==> config.mk <==
export PLATFORM = sky130hd
export DESIGN_NAME = cic_comp_fir
export DESIGN_NICKNAME = d
export VERILOG_FILES = /design/src/rtl/cic_comp_fir.sv
export SDC_FILE = /design/constraint.sdc
export NUM_CORES = 2
export LEC_CHECK = 0
export ABC_CLOCK_PERIOD_IN_PS = 9500
export CAP_MARGIN = 20
export CORE_AREA = 2 2 335 337
export DETAILED_ROUTE_END_ITERATION = 7
export DIE_AREA = 0 0 337 339
export PLACE_DENSITY_LB_ADDON = 0.1
export SYNTH_ARGS = -nofsm -noshare
export SYNTH_HDL_FRONTEND = slang
export SYNTH_SLANG_ARGS = --single-unit
==> constraint.sdc <==
create_clock -name i_clock -period 9.5 [get_ports i_clock]
set_input_delay 0.95 -clock i_clock [delete_from_list [all_inputs] [get_ports i_clock]]
set_output_delay 0.95 -clock i_clock [all_outputs]
set_load 0.03 [all_outputs]
==> src/rtl/cic_comp_fir.sv <==
// -----------------------------------------------------------------------------
// cic_comp_fir
//   Serial-MAC FIR that compensates CIC passband droop. It takes the sparse
//   decimated I/Q stream from the CIC and runs one shared multiply-accumulate
//   pass per channel across all NTAPS taps. Coefficients can be written at run
//   time. Out of reset they form an identity filter (coef[0] = 1.0).
//
//   Optional build macro: CIC_COMP_FIR_SATURATE_EN
//     defined   -> rounded result clamps to the WIDTH-bit signed range
//     undefined -> low WIDTH bits of the rounded result (two's-complement wrap)
//
// Ports
//   i_clock, i_reset_n          clock, asynchronous active-low reset
//   i_inph_data, i_quad_data    signed I/Q input samples
//   i_valid                     single-cycle input strobe
//   o_inph_data, o_quad_data    filtered, rounded I/Q results (held between strobes)
//   o_valid                     one-cycle output strobe
//   o_busy                      high while a sample is being processed
//   o_overrun                   sticky: input strobe arrived while busy (sample dropped)
//   i_coef_wr/addr/data         coefficient write port, accepted only when idle
// -----------------------------------------------------------------------------
module cic_comp_fir #(
  parameter int WIDTH      = 16,
  parameter int COEF_WIDTH = 18,
  parameter int NTAPS      = 16,
  parameter int SHIFT      = 16
) (
  input  logic                          i_clock,
  input  logic                          i_reset_n,
  input  logic signed [WIDTH-1:0]       i_inph_data,
  input  logic signed [WIDTH-1:0]       i_quad_data,
  input  logic                          i_valid,
  output logic signed [WIDTH-1:0]       o_inph_data,
  output logic signed [WIDTH-1:0]       o_quad_data,
  output logic                          o_valid,
  output logic                          o_busy,
  output logic                          o_overrun,
  input  logic                          i_coef_wr,
  input  logic [$clog2(NTAPS)-1:0]      i_coef_addr,
  input  logic signed [COEF_WIDTH-1:0]  i_coef_data
);

  localparam int AW    = $clog2(NTAPS);
  localparam int PW    = WIDTH + COEF_WIDTH;
  localparam int ACC_W = PW + AW;

  localparam logic signed [COEF_WIDTH-1:0] COEF_ONE =
    {{(COEF_WIDTH-1){1'b0}}, 1'b1} << SHIFT;
  localparam logic signed [ACC_W:0] RND =
    {{ACC_W{1'b0}}, 1'b1} << (SHIFT-1);

  typedef enum logic [1:0] {IDLE, MAC, OUT} state_t;

  // Round half toward +inf, then limit to WIDTH bits. One guard bit above the
  // accumulator keeps the rounding add from overflowing.
`ifdef CIC_COMP_FIR_SATURATE_EN
  localparam logic signed [ACC_W:0] MAXV = {{(ACC_W+2-WIDTH){1'b0}}, {(WIDTH-1){1'b1}}};
  localparam logic signed [ACC_W:0] MINV = {{(ACC_W+2-WIDTH){1'b1}}, {(WIDTH-1){1'b0}}};

  function automatic logic signed [WIDTH-1:0] round_limit(input logic signed [ACC_W-1:0] acc);
    logic signed [ACC_W:0] r;
    r = ($signed({acc[ACC_W-1], acc}) + RND) >>> SHIFT;
    if (r > MAXV)      return WIDTH'(MAXV);
    else if (r < MINV) return WIDTH'(MINV);
    else               return WIDTH'(r);
  endfunction
`else
  function automatic logic signed [WIDTH-1:0] round_limit(input logic signed [ACC_W-1:0] acc);
    return WIDTH'(($signed({acc[ACC_W-1], acc}) + RND) >>> SHIFT);
  endfunction
`endif

  state_t                         state_q, state_d;
  logic [AW-1:0]                  tap_q, tap_d;
  logic signed [ACC_W-1:0]        acc_i_q, acc_i_d, acc_q_q, acc_q_d;
  logic signed [WIDTH-1:0]        x_i_q [NTAPS];
  logic signed [WIDTH-1:0]        x_i_d [NTAPS];
  logic signed [WIDTH-1:0]        x_q_q [NTAPS];
  logic signed [WIDTH-1:0]        x_q_d [NTAPS];
  logic signed [COEF_WIDTH-1:0]   coef_q [NTAPS];
  logic signed [COEF_WIDTH-1:0]   coef_d [NTAPS];
  logic signed [WIDTH-1:0]        out_i_q, out_i_d, out_q_q, out_q_d;
  logic                           valid_q, valid_d;
  logic                           overrun_q, overrun_d;
  logic signed [PW-1:0]           prod_i, prod_q;

  // Single shared multiplier per channel, stepped by the tap counter.
  assign prod_i = PW'(x_i_q[tap_q]) * PW'(coef_q[tap_q]);
  assign prod_q = PW'(x_q_q[tap_q]) * PW'(coef_q[tap_q]);

  always_comb begin
    state_d   = state_q;
    tap_d     = tap_q;
    acc_i_d   = acc_i_q;
    acc_q_d   = acc_q_q;
    x_i_d     = x_i_q;
    x_q_d     = x_q_q;
    coef_d    = coef_q;
    out_i_d   = out_i_q;
    out_q_d   = out_q_q;
    valid_d   = 1'b0;
    // A strobe while busy is dropped; only the sticky flag records it.
    overrun_d = overrun_q | (i_valid && (state_q != IDLE));

    case (state_q)
      IDLE: begin
        // A write on the same edge as a new sample is still accepted.
        if (i_coef_wr && (int'(i_coef_addr) < NTAPS))
          coef_d[i_coef_addr] = i_coef_data;
        if (i_valid) begin
          for (int t = NTAPS-1; t > 0; t--) begin
            x_i_d[t] = x_i_q[t-1];
            x_q_d[t] = x_q_q[t-1];
          end
          x_i_d[0] = i_inph_data;
          x_q_d[0] = i_quad_data;
          acc_i_d  = '0;
          acc_q_d  = '0;
          tap_d    = '0;
          state_d  = MAC;
        end
      end
      MAC: begin
        acc_i_d = acc_i_q + {{AW{prod_i[PW-1]}}, prod_i};
        acc_q_d = acc_q_q + {{AW{prod_q[PW-1]}}, prod_q};
        if (tap_q == AW'(NTAPS-1)) state_d = OUT;
        else                       tap_d   = tap_q + 1'b1;
      end
      OUT: begin
        out_i_d = round_limit(acc_i_q);
        out_q_d = round_limit(acc_q_q);
        valid_d = 1'b1;
        state_d = IDLE;
      end
      default: state_d = IDLE;
    endcase
  end

  always_ff @(posedge i_clock or negedge i_reset_n) begin
    if (!i_reset_n) begin
      state_q   <= IDLE;
      tap_q     <= '0;
      acc_i_q   <= '0;
      acc_q_q   <= '0;
      out_i_q   <= '0;
      out_q_q   <= '0;
      valid_q   <= 1'b0;
      overrun_q <= 1'b0;
      for (int t = 0; t < NTAPS; t++) begin
        x_i_q[t]  <= '0;
        x_q_q[t]  <= '0;
        coef_q[t] <= (t == 0) ? COEF_ONE : '0;
      end
    end else begin
      state_q   <= state_d;
      tap_q     <= tap_d;
      acc_i_q   <= acc_i_d;
      acc_q_q   <= acc_q_d;
      out_i_q   <= out_i_d;
      out_q_q   <= out_q_d;
      valid_q   <= valid_d;
      overrun_q <= overrun_d;
      x_i_q     <= x_i_d;
      x_q_q     <= x_q_d;
      coef_q    <= coef_d;
    end
  end

  assign o_inph_data = out_i_q;
  assign o_quad_data = out_q_q;
  assign o_valid     = valid_q;
  assign o_overrun   = overrun_q;
  assign o_busy      = (state_q != IDLE);

endmodule

==> summary.md <==
| Metric | Value |
|---|---|
| Outcome | finished, final reports clean |
| Area leader, netlist | dfrtp_1 |
| Grt ovf | 0 |
| Drt first pass iters | 8 |
| Max-slew headroom | 33.5% |
| Die area | 114000 um2 |
| Rows | 122 |
| CP top delay family | adder cells |
| Mapped Cells | 6412 |
| Tmin final | 9200 ps |
| Maximum fanout along the worst path | 13 |
| Synth Flop Type | dfrtp_1 |
| Fin crit share | 96.8% |
| Via count | 44700 |
| Worst-Margin Slew | 997 ps |
| CP Capture Type | flip-flop |
| CTS tree | yes |
| Die height | 339 um |
| Worst EP arrival | 9770 ps |
| Stages on worst setup path | 32 |
| Vias per cell | 5.53 |
| Root Driver | clkbuf_16 |
| Worst Hold Class | in -> async |
| Worst-Skew Late Latency | 700 ps |
| CTS sink count | 904 |
| Ranking of synthesized cells by area | dfrtp_1, fa_1, nand2_1 |
| Initial antenna violation count | 1 |
| ANT nets after route | 0 |
| Dpl cells | 7879 |
| Core region area | 110000 um2 |
| Final Skew | 30.1 ps |
| Die W | 337 um |
| CP startpoint | tap_q[0] |
| Max Root-Sink Buffers | 3 |
| Inserted Clock Buffers | 97 |
| GP Congestion | 0.946 |
| Worst slack, placed | 76.4 ps |
| Register bit total from synthesis | 904 |
| Reg2reg start | tap_q[0] |
| Starting Density | 57.6% |
| First-pass GRT wire length | 254 mm |
| HPWL after DPL | 112 mm |
| Fin. Hold Viols | 0 |
| Starting DRT DRC Count | 3478 |
| Count of pins over their slew limit | 0 |
| DR DRC count | 0 |
| Most common cell after layout, fill and taps aside | nand2_1 |
| Synth Cell Area | 63600 um2 |
| Drt total wl | 157 mm |
| Crit path capture | acc_i_q[27] |
| Kind of critical path | reg -> reg |
| Asr flop ratio synth | 100% |
| Min setup slack post-route | 300 ps |
| Finished Core Util | 64.2% |
| Routed wire per std cell | 19.4 um |
| Slowest cell on the critical path | mux4_2 |
| Required time worst endpoint | 10070 ps |
| Syn Area/Cell | 9.92 um2 |
| Vias in the first global route | 45400 |
| RSZ-0062 raised after global routing | yes |
| Gr usage total | 28.2% |
| Area grow syn2layout | 11.5% |
| CP max stage delay | 610 ps |
| Yosys cell types | 75 |
| Ports | 93 |
| Yosys warns | 0 |
| Buffers & Inverters on Critical Path | 7 |
| Area share of the largest cell type after synthesis | 35.5% |
| Clock-pin slew on the worst setup and hold paths | 60 ps |
| Fmax | 109 MHz |
| Post-layout net count | 7363 |
| Layout cells sized above 1 | 15.1% |
| Post-synthesis sequential area ratio | 35.6% |
| Commonest non-fill, non-tap cells in the layout | nand2_1, dfrtp_1, inv_1 |
| I/O Buffers | 92 |
| EDFF count, synth | 0 |
| CP Launch Type | flip-flop |
| Post-Syn Nets | 7255 |
| Reg-to-Reg End | acc_i_q[27] |
| Final setup violation count | 0 |
| Max Cap Violations | 0 |
| CTS Hold Buffers Added | 0 |
| Reg2reg setup slack | 300 ps |
| Fin cells | 8087 |
| H-tree lvl count | 3 |
| Worst-case reg-to-reg path depth | 32 |
| Worst path most repeated cell | fa_1 |
| Largest net degree at the start of global routing | 186 |
-- worst min-delay path by stage --
stage               from         end  slack (ps)  depth (start not counted)
6_report       i_reset_n  x_q_q[111]         260                          1
5_1_grt        i_reset_n  x_q_q[111]         310                          1
4_1_cts        i_reset_n  x_i_q[202]         270                          1
3_5_place_dp   o_overrun   o_overrun         440                          1
3_3_place_gp   o_overrun   o_overrun         440                          1
2_1_floorplan   x_i_q[0]    x_i_q[0]         440                          2
-- flip-flops by register name, indices dropped and copies added, names as in the netlist --
name         flops
o_overrun        1
state_q          2
o_valid          1
o_inph_data     16
acc_q_q         32
o_quad_data     16
tap_q            4
x_i_q          256
x_q_q          256
coef_q         288
acc_i_q         32
-- cell type report --
class                           instances  area [um2]
Fill cell                            8947       39500
Multi-Input combinational cell       4494       37200
Sequential cell                       904       22600
Timing Repair Buffer                  328        3280
Clock buffer                          147        2870
Inverter                              695        2610
Tap cell                             1488        1860
Clock inverter                         30         427
Antenna cell                            1        2.50
-- Yosys cell counts (all sizes together), types with 11 or more instances --
cell	instances
o21bai	11
a21o	57
nand3	56
xnor2	102
nand4	13
ha	231
nand2	1946
and3	16
mux2i	28
o21ai	174
and2	17
fa	554
mux4	216
dfrtp	903
buf	81
mux2	317
clkbuf	238
nand2b	40
a21oi	100
nor2	361
nor3	20
o21a	27
inv	694
nor2b	21
xor2	67
-- cell families after synthesis --
logic type / after synthesis / synth area share [%]
adders and majority gates: 785 / 22.0
DFF: 904 / 35.6
muxes: 561 / 13.7
and+or+nand+nor: 2515 / 15.6
xor gates and xnor gates: 169 / 2.33
buffers and inverters: 1014 / 6.23
AOI/OAI and AO/OA: 464 / 4.63
-- worst reg2reg max path: cells and delay by family (launching register included) --
| family | cells | cell delay, ps |
|---|---|---|
| compound gates | 6 | 1290 |
| xor+xnor | 2 | 290 |
| fa+ha+maj | 8 | 3760 |
| buf+inv | 7 | 1030 |
| flops | 1 | 430 |
| mux | 2 | 1120 |
| simple gates | 7 | 1120 |
-- metrics by stage --
stage / hold WS, ps / area [um2] / setup TNS (ps)
2_1_floorplan: 441 / 63600 / 0
3_3_place_gp: 438 / 67000 / 0
3_5_place_dp: 444 / 67000 / 0
4_1_cts: 273 / 70300 / 0
5_1_grt: 306 / 70900 / -102
6_report: 263 / 70900 / 0
-- what timing repair did --
action / 4_1_cts / 5_1_grt
setup endpoints to repair: 0 / 17
gates resized for setup: 0 / 48
buffers inserted: 0 / 25
-- routing by layer --
layer,GRT usage (%),wire [um],up-vias
met1,41.7,71700,22600
li1,-,-,20700
met5,0,0,-
met3,3.55,8340,274
met2,43.7,71400,1150
met4,8.65,5620,0
Power is left out: the tool's default activity adds up to more than one toggle a clock period on the data nets, which glitch-free logic cannot reach.
